<file path="config.mk">
export PLATFORM = sky130hd
export DESIGN_NAME = microcode_loader
export DESIGN_NICKNAME = d
export VERILOG_FILES = /design/src/rtl/microcode_pkg.sv /design/src/rtl/microcode_loader.sv
export SDC_FILE = /design/constraint.sdc
export NUM_CORES = 1
export LEC_CHECK = 0
export ABC_AREA = 1
export BUFFER_PORTS_ARGS = -buffer_cell sky130_fd_sc_hd__clkbuf_2
export CAP_MARGIN = 10
export CORE_ASPECT_RATIO = 1.25
export CORE_UTILIZATION = 60
export CTS_BUF_LIST = sky130_fd_sc_hd__clkbuf_4 sky130_fd_sc_hd__clkbuf_8
export CTS_CLUSTER_SIZE = 28
export DETAILED_ROUTE_END_ITERATION = 7
export GPL_TIMING_DRIVEN = 1
export HOLD_SLACK_MARGIN = 0.12
export PLACE_DENSITY = 0.79
export REMOVE_ABC_BUFFERS = 1
export SYNTH_ARGS = -nofsm -noshare
export SYNTH_HDL_FRONTEND = slang
export SYNTH_SLANG_ARGS = --single-unit
export TNS_END_PERCENT = 10
</file>
<file path="constraint.sdc">
create_clock -name clk -period 3.2 [get_ports clk]
set_input_delay 0.16 -clock clk [delete_from_list [all_inputs] [get_ports clk]]
set_output_delay 0.16 -clock clk [all_outputs]
set_load 0.05 [all_outputs]
</file>
<file path="src/rtl/microcode_pkg.sv">
// Shared constants for the microcode loader: FSM encoding, frame sync byte,
// abort cause codes and the running-checksum helper.
package microcode_pkg;

  localparam logic [3:0] ST_IDLE  = 4'd0;
  localparam logic [3:0] ST_HDR   = 4'd1;
  localparam logic [3:0] ST_DATA  = 4'd2;
  localparam logic [3:0] ST_WRITE = 4'd3;
  localparam logic [3:0] ST_READ  = 4'd4;
  localparam logic [3:0] ST_CHECK = 4'd5;
  localparam logic [3:0] ST_CSUM  = 4'd6;
  localparam logic [3:0] ST_DONE  = 4'd7;
  localparam logic [3:0] ST_ERR   = 4'd8;

  localparam logic [7:0] SYNC_BYTE = 8'hA5;

  localparam logic [1:0] ERR_WORD     = 2'b00;
  localparam logic [1:0] ERR_RANGE    = 2'b01;
  localparam logic [1:0] ERR_READBACK = 2'b10;
  localparam logic [1:0] ERR_CSUM     = 2'b11;

  function automatic logic [7:0] csum_add(input logic [7:0] sum, input logic [7:0] b);
    return sum + b;
  endfunction

endpackage

</file>
<file path="src/rtl/microcode_loader.sv">
// Byte-stream microcode loader: parses framed words, writes each to the external
// RAM, reads it back for verification and checks the frame checksum.
module microcode_loader
  import microcode_pkg::*;
#(
  parameter int RAM_WIDTH = 22,
  parameter int ADDR_SIZE = 11,
  parameter int RAM_DEPTH = 1024
) (
  input  logic                 clk,
  input  logic                 rst_n,
  input  logic                 in_valid,
  input  logic [7:0]           in_data,
  output logic                 in_ready,
  output logic                 ram_wr_enb,
  output logic                 ram_rd_enb,
  output logic [ADDR_SIZE-1:0] ram_addr,
  output logic [RAM_WIDTH-1:0] ram_wdata,
  input  logic [RAM_WIDTH-1:0] ram_rdata,
  output logic                 busy,
  output logic                 done,
  output logic                 err,
  output logic [1:0]           err_code
);

  // Bits of the first word byte that fall above RAM_WIDTH must be zero.
  localparam logic [7:0]  HI_MASK  = 8'(8'hFF << (RAM_WIDTH - 16));
  localparam logic [16:0] DEPTH_17 = 17'(RAM_DEPTH);

  logic [3:0]           r_state;
  logic [1:0]           r_hdr_idx;
  logic [1:0]           r_byte_idx;
  logic [7:0]           r_addr_hi;
  logic [7:0]           r_addr_lo;
  logic [7:0]           r_cnt_hi;
  logic [RAM_WIDTH-1:0] r_word;
  logic [ADDR_SIZE-1:0] r_cur;
  logic [15:0]          r_remaining;
  logic [7:0]           r_csum;
  logic                 r_in_ready;
  logic                 r_ram_wr_enb;
  logic                 r_ram_rd_enb;
  logic [ADDR_SIZE-1:0] r_ram_addr;
  logic [RAM_WIDTH-1:0] r_ram_wdata;
  logic                 r_busy;
  logic                 r_done;
  logic                 r_err;
  logic [1:0]           r_err_code;

  logic [3:0]           w_state_nxt;
  logic [1:0]           w_err_code_nxt;
  logic                 w_accept;
  logic [RAM_WIDTH-1:0] w_word_nxt;
  logic [ADDR_SIZE-1:0] w_start;
  logic [15:0]          w_count;
  logic [16:0]          w_start_17;
  logic                 w_range_bad;

  assign w_accept   = in_valid & r_in_ready;
  assign w_word_nxt = RAM_WIDTH'({r_word, in_data});
  assign w_start    = ADDR_SIZE'({r_addr_hi, r_addr_lo});
  assign w_count    = {r_cnt_hi, in_data};
  assign w_start_17 = 17'(w_start);
  assign w_range_bad = (w_start_17 >= DEPTH_17) || ((w_start_17 + {1'b0, w_count}) > DEPTH_17);

  // Next-state and abort-cause selection.
  always_comb begin
    w_state_nxt    = r_state;
    w_err_code_nxt = r_err_code;
    case (r_state)
      ST_IDLE: begin
        if (w_accept && (in_data == SYNC_BYTE)) w_state_nxt = ST_HDR;
        else                                    w_state_nxt = ST_IDLE;
      end
      ST_HDR: begin
        if (w_accept && (r_hdr_idx == 2'd3)) begin
          if (w_range_bad) begin
            w_state_nxt    = ST_ERR;
            w_err_code_nxt = ERR_RANGE;
          end else if (w_count == 16'd0) begin
            w_state_nxt = ST_CSUM;
          end else begin
            w_state_nxt = ST_DATA;
          end
        end else begin
          w_state_nxt = ST_HDR;
        end
      end
      ST_DATA: begin
        if (!w_accept) begin
          w_state_nxt = ST_DATA;
        end else if ((r_byte_idx == 2'd0) && ((in_data & HI_MASK) != 8'd0)) begin
          w_state_nxt    = ST_ERR;
          w_err_code_nxt = ERR_WORD;
        end else if (r_byte_idx == 2'd2) begin
          w_state_nxt = ST_WRITE;
        end else begin
          w_state_nxt = ST_DATA;
        end
      end
      ST_WRITE: w_state_nxt = ST_READ;
      ST_READ:  w_state_nxt = ST_CHECK;
      ST_CHECK: begin
        if (ram_rdata != r_word) begin
          w_state_nxt    = ST_ERR;
          w_err_code_nxt = ERR_READBACK;
        end else if (r_remaining == 16'd1) begin
          w_state_nxt = ST_CSUM;
        end else begin
          w_state_nxt = ST_DATA;
        end
      end
      ST_CSUM: begin
        if (!w_accept) begin
          w_state_nxt = ST_CSUM;
        end else if (in_data == r_csum) begin
          w_state_nxt = ST_DONE;
        end else begin
          w_state_nxt    = ST_ERR;
          w_err_code_nxt = ERR_CSUM;
        end
      end
      ST_DONE: w_state_nxt = ST_IDLE;
      ST_ERR:  w_state_nxt = ST_IDLE;
      default: w_state_nxt = ST_IDLE;
    endcase
  end

  // State, registered outputs (decoded from next state) and frame datapath.
  always_ff @(posedge clk or negedge rst_n) begin
    if (!rst_n) begin
      r_state      <= ST_IDLE;
      r_hdr_idx    <= 2'd0;
      r_byte_idx   <= 2'd0;
      r_addr_hi    <= 8'd0;
      r_addr_lo    <= 8'd0;
      r_cnt_hi     <= 8'd0;
      r_word       <= '0;
      r_cur        <= '0;
      r_remaining  <= 16'd0;
      r_csum       <= 8'd0;
      r_in_ready   <= 1'b0;
      r_ram_wr_enb <= 1'b0;
      r_ram_rd_enb <= 1'b0;
      r_ram_addr   <= '0;
      r_ram_wdata  <= '0;
      r_busy       <= 1'b0;
      r_done       <= 1'b0;
      r_err        <= 1'b0;
      r_err_code   <= ERR_WORD;
    end else begin
      r_state      <= w_state_nxt;
      r_in_ready   <= (w_state_nxt == ST_IDLE) || (w_state_nxt == ST_HDR) ||
                      (w_state_nxt == ST_DATA) || (w_state_nxt == ST_CSUM);
      r_ram_wr_enb <= (w_state_nxt == ST_WRITE);
      r_ram_rd_enb <= (w_state_nxt == ST_READ);
      r_busy       <= (w_state_nxt != ST_IDLE);
      r_done       <= (w_state_nxt == ST_DONE);
      r_err        <= (w_state_nxt == ST_ERR);
      if (w_state_nxt == ST_ERR) r_err_code <= w_err_code_nxt;
      if (w_state_nxt == ST_WRITE) begin
        r_ram_addr  <= r_cur;
        r_ram_wdata <= w_word_nxt;
      end

      case (r_state)
        ST_IDLE: begin
          if (w_accept && (in_data == SYNC_BYTE)) begin
            r_csum     <= 8'd0;
            r_hdr_idx  <= 2'd0;
            r_byte_idx <= 2'd0;
          end
        end
        ST_HDR: begin
          if (w_accept) begin
            r_csum    <= csum_add(r_csum, in_data);
            r_hdr_idx <= r_hdr_idx + 2'd1;
            case (r_hdr_idx)
              2'd0:    r_addr_hi <= in_data;
              2'd1:    r_addr_lo <= in_data;
              2'd2:    r_cnt_hi  <= in_data;
              default: begin
                r_cur       <= w_start;
                r_remaining <= w_count;
              end
            endcase
          end
        end
        ST_DATA: begin
          if (w_accept) begin
            r_csum     <= csum_add(r_csum, in_data);
            r_word     <= w_word_nxt;
            r_byte_idx <= (r_byte_idx == 2'd2) ? 2'd0 : (r_byte_idx + 2'd1);
          end
        end
        ST_CHECK: begin
          if (ram_rdata == r_word) begin
            r_cur       <= r_cur + ADDR_SIZE'(1);
            r_remaining <= r_remaining - 16'd1;
          end
        end
        default: ;
      endcase
    end
  end

  assign in_ready   = r_in_ready;
  assign ram_wr_enb = r_ram_wr_enb;
  assign ram_rd_enb = r_ram_rd_enb;
  assign ram_addr   = r_ram_addr;
  assign ram_wdata  = r_ram_wdata;
  assign busy       = r_busy;
  assign done       = r_done;
  assign err        = r_err;
  assign err_code   = r_err_code;

endmodule

</file>
==> out/qor.yml <==
sta:
  fin_skew_ps: 9.941
  min_period_ps: 2607
  slew_viol_final: 0
  setup_ws_ps: 593.1
  worstMarginPinSlew_ps: 808.3
  grt_setup_unrepaired: "no"
  hold_viol: 0
  max_freq_mhz: 383.6
  finalCritPeriodShare_pct: 81.46
  setup_viol: 0
  fin_setup_tns_ps: 0
  slew_headroom_pct: 46.11
  hold_ws_ps: 192.9
cts:
  cts-htree-levels: 4
  cts_resized: 0
  clockBufferDepth: 2
  cts_tree: "built"
  cts_sinks: 125
  numCtsBuffers: 17
  clk_latency_ps: 440
  cts_root_buf: "clkbuf_8"
  clkTransAtPathRegs_ps: 80
place:
  post-place-ws_ps: 720.2
  numPortBuffers: 73
  hpwl_um: 12690
  placed_cells: 1136
  place_area_mm2: 0.007632
  gp_congestion: 0.9722
synthesis:
  syn-cell-area_mm2: 0.007124
  yosysUniqueCellTypes: 48
  yosysWarnings: 0
  ys_seq_area_share_pct: 43.91
  synth.avg_cell_area_um2: 7.769
  ys_seq_elements: 125
  syn_inst: 917
cells_and_area:
  seqCellArea_mm2: 0.003128
  final_layout_size_suffix_gt1_share_pct: 14.89
  fin_cells: 1175
  antenna_cells: 0
  syn_to_final_growth_pct: 13.68
  mostFrequentLayoutCells: "233 x nand2_1, 125 x dfrtp_1, 124 x inv_1"
  nets: 1061
  fill_cells: 1022
  final_common_cell: "nand2_1"
  fin_util_pct: 69.72
  postLayoutCellArea_mm2: 0.008099
  multi_input_area_mm2: 0.003378
worst_setup_path:
  regToRegSetupSlack_ps: 700
  crit_type: "input pin to register"
  startpoint_type: "input pin"
  end_kind: "register"
  arrival_ps: 2940
  cp.required_ps: 3540
  critPathMaxFanout: 6
power:
  p_comb_share_pct: 30.2
  p_switching_mw: 1.846
  p_total_mw: 4.896
  p_leak_nw: 4.139
  pwr-share-seq_pct: 41.6
  swShare_pct: 37.70
  powerDensity_mw_per_mm2: 604.5
  p_clk_share_pct: 28.2
  ir_worst_vdd_mv: 0.3274
  p_int_mw: 3.050
min_path:
  hold_class: "input pin to register"
drt:
  drc: 0
  dr.pass1.iters: 5
  via_per_inst: 5.344
  antenna_left: 0
  vias: 6279
  drt_iter0_markers: 413
  wl_per_cell_um: 14.53
  drt_wl_total_um: 17070
floorplan:
  die_y_um: 123.8
  io_pins: 74
  dieArea_mm2: 0.01232
  die_x_um: 99.47
  start_util_pct: 61.33
  row_count: 44
  coreArea_mm2: 0.01162
global_routing:
  grt_pass1_wl_um: 27920
  grt-ovfl-total: 0
  track_usage_pct: 29.57
  antenna_found_initial: 0
  grt_max_degree: 66
  grt_pass1_vias: 5862
run_status:
  outcome: "complete, no violations"
job:
  cap_violations: 0
metal layers:
metal,global-route usage [%],wire length (µm)
met5,0,0
met1,38.07,7589
met4,14.34,617
met3,4.994,697
met2,48.78,8167
layout make-up:
type                            instances  share of cell area, %
Clock buffer                           17                  2.889
Clock inverter                         15                  2.008
Inverter                              129                  5.979
Multi-Input combinational cell        640                  41.71
Sequential cell                       125                  38.62
Tap cell                              161                  2.487
Timing Repair Buffer                   88                  6.303
what timing repair did:
| item | 4_1_cts | 5_1_grt |
|---|---|---|
| setup buffers | 0 | 0 |
| hold buffers | 7 | 0 |
| hold endpoints to repair | 67 | 0 |
logic make-up after synthesis:
| family | synth area share [%] |
|---|---|
| xor gates and xnor gates | 3.442 |
| adders and majority gates | 4.953 |
| buffers and inverters | 8.676 |
| and+or+nand+nor | 25.62 |
| AOI/OAI and AO/OA | 13.40 |
| DFF | 43.91 |
power by group through the flow:
stage | registers (mW) | logic [mW] | clock network (mW)
2_1_floorplan | 2.06 | 1.05 | 0
3_3_place_gp | 2.05 | 1.43 | 0
3_5_place_dp | 2.06 | 1.45 | 0
4_1_cts | 2.03 | 1.47 | 1.40
5_1_grt | 2.07 | 1.67 | 1.47
6_report | 2.04 | 1.48 | 1.38
critical path, stage by stage:
cell and delay (ps):
dlygate4sd3_1 550, clkbuf_2 190, ha_1 250, fa_1 430, nand3_1 120, nand2_1 80, nand3_1 110, nand3_1 120
nand2_1 80, nand2_1 60, nor2_2 90, nand2_1 60, nor2_2 210, nand2_2 90, nand2_4 100, nand2_4 60
nor2_2 120, nand2_1 50
worst paths after layout:
check	startpoint	end	cells after the start
setup / recovery	in_data[0]	busy	18
hold / removal	in_data[3]	r_word[3]	3
setup reg to reg	r_addr_lo[0]	busy	16
hold reg to reg	ram_addr[9]	ram_addr[9]	2
max in group asynchronous	rst_n	ram_wdata[15]	3
min in group asynchronous	rst_n	r_cur[7]	2
cells in the mapped netlist (all sizes together):
| cell type | n | share of area (%) |
|---|---|---|
| xnor2 | 8 | 0.98 |
| and2 | 3 | 0.26 |
| a31oi | 7 | 0.61 |
| inv | 129 | 6.8 |
| nand2 | 242 | 13 |
| nor3b | 1 | 0.11 |
| o21ai | 116 | 8.2 |
| ha | 25 | 4.4 |
| nor3 | 9 | 0.86 |
| a21oi | 21 | 1.5 |
| nor2 | 79 | 4.7 |
| o22ai | 9 | 0.79 |
| xor2 | 20 | 2.5 |
| o211ai | 5 | 0.60 |
| a221oi | 1 | 0.37 |
| o221ai | 1 | 0.12 |
| nand3 | 53 | 3.9 |
| or2 | 3 | 0.30 |
| a21boi | 1 | 0.16 |
| o21bai | 2 | 0.21 |
| buf | 16 | 1.5 |
| fa | 2 | 0.56 |
| o2111ai | 2 | 0.25 |
| o311ai | 1 | 0.12 |
| a22oi | 3 | 0.32 |
| clkbuf | 7 | 0.37 |
| nor4 | 5 | 0.53 |
| nand4 | 19 | 1.7 |
| dfrtp | 125 | 44 |
| nand3b | 1 | 0.11 |
| a22o | 1 | 0.12 |
registers in the layout (all words and copies together), names as in the netlist:
signal / cells
busy: 1
done: 1
err: 1
err_code: 2
in_ready: 1
r_addr_hi: 3
r_addr_lo: 8
r_byte_idx: 2
r_cnt_hi: 8
r_csum: 8
r_cur: 11
r_hdr_idx: 2
r_remaining: 16
r_state: 4
r_word: 22
ram_addr: 11
ram_rd_enb: 1
ram_wdata: 22
ram_wr_enb: 1
Note: power is estimated with default switching activity, not from simulation.
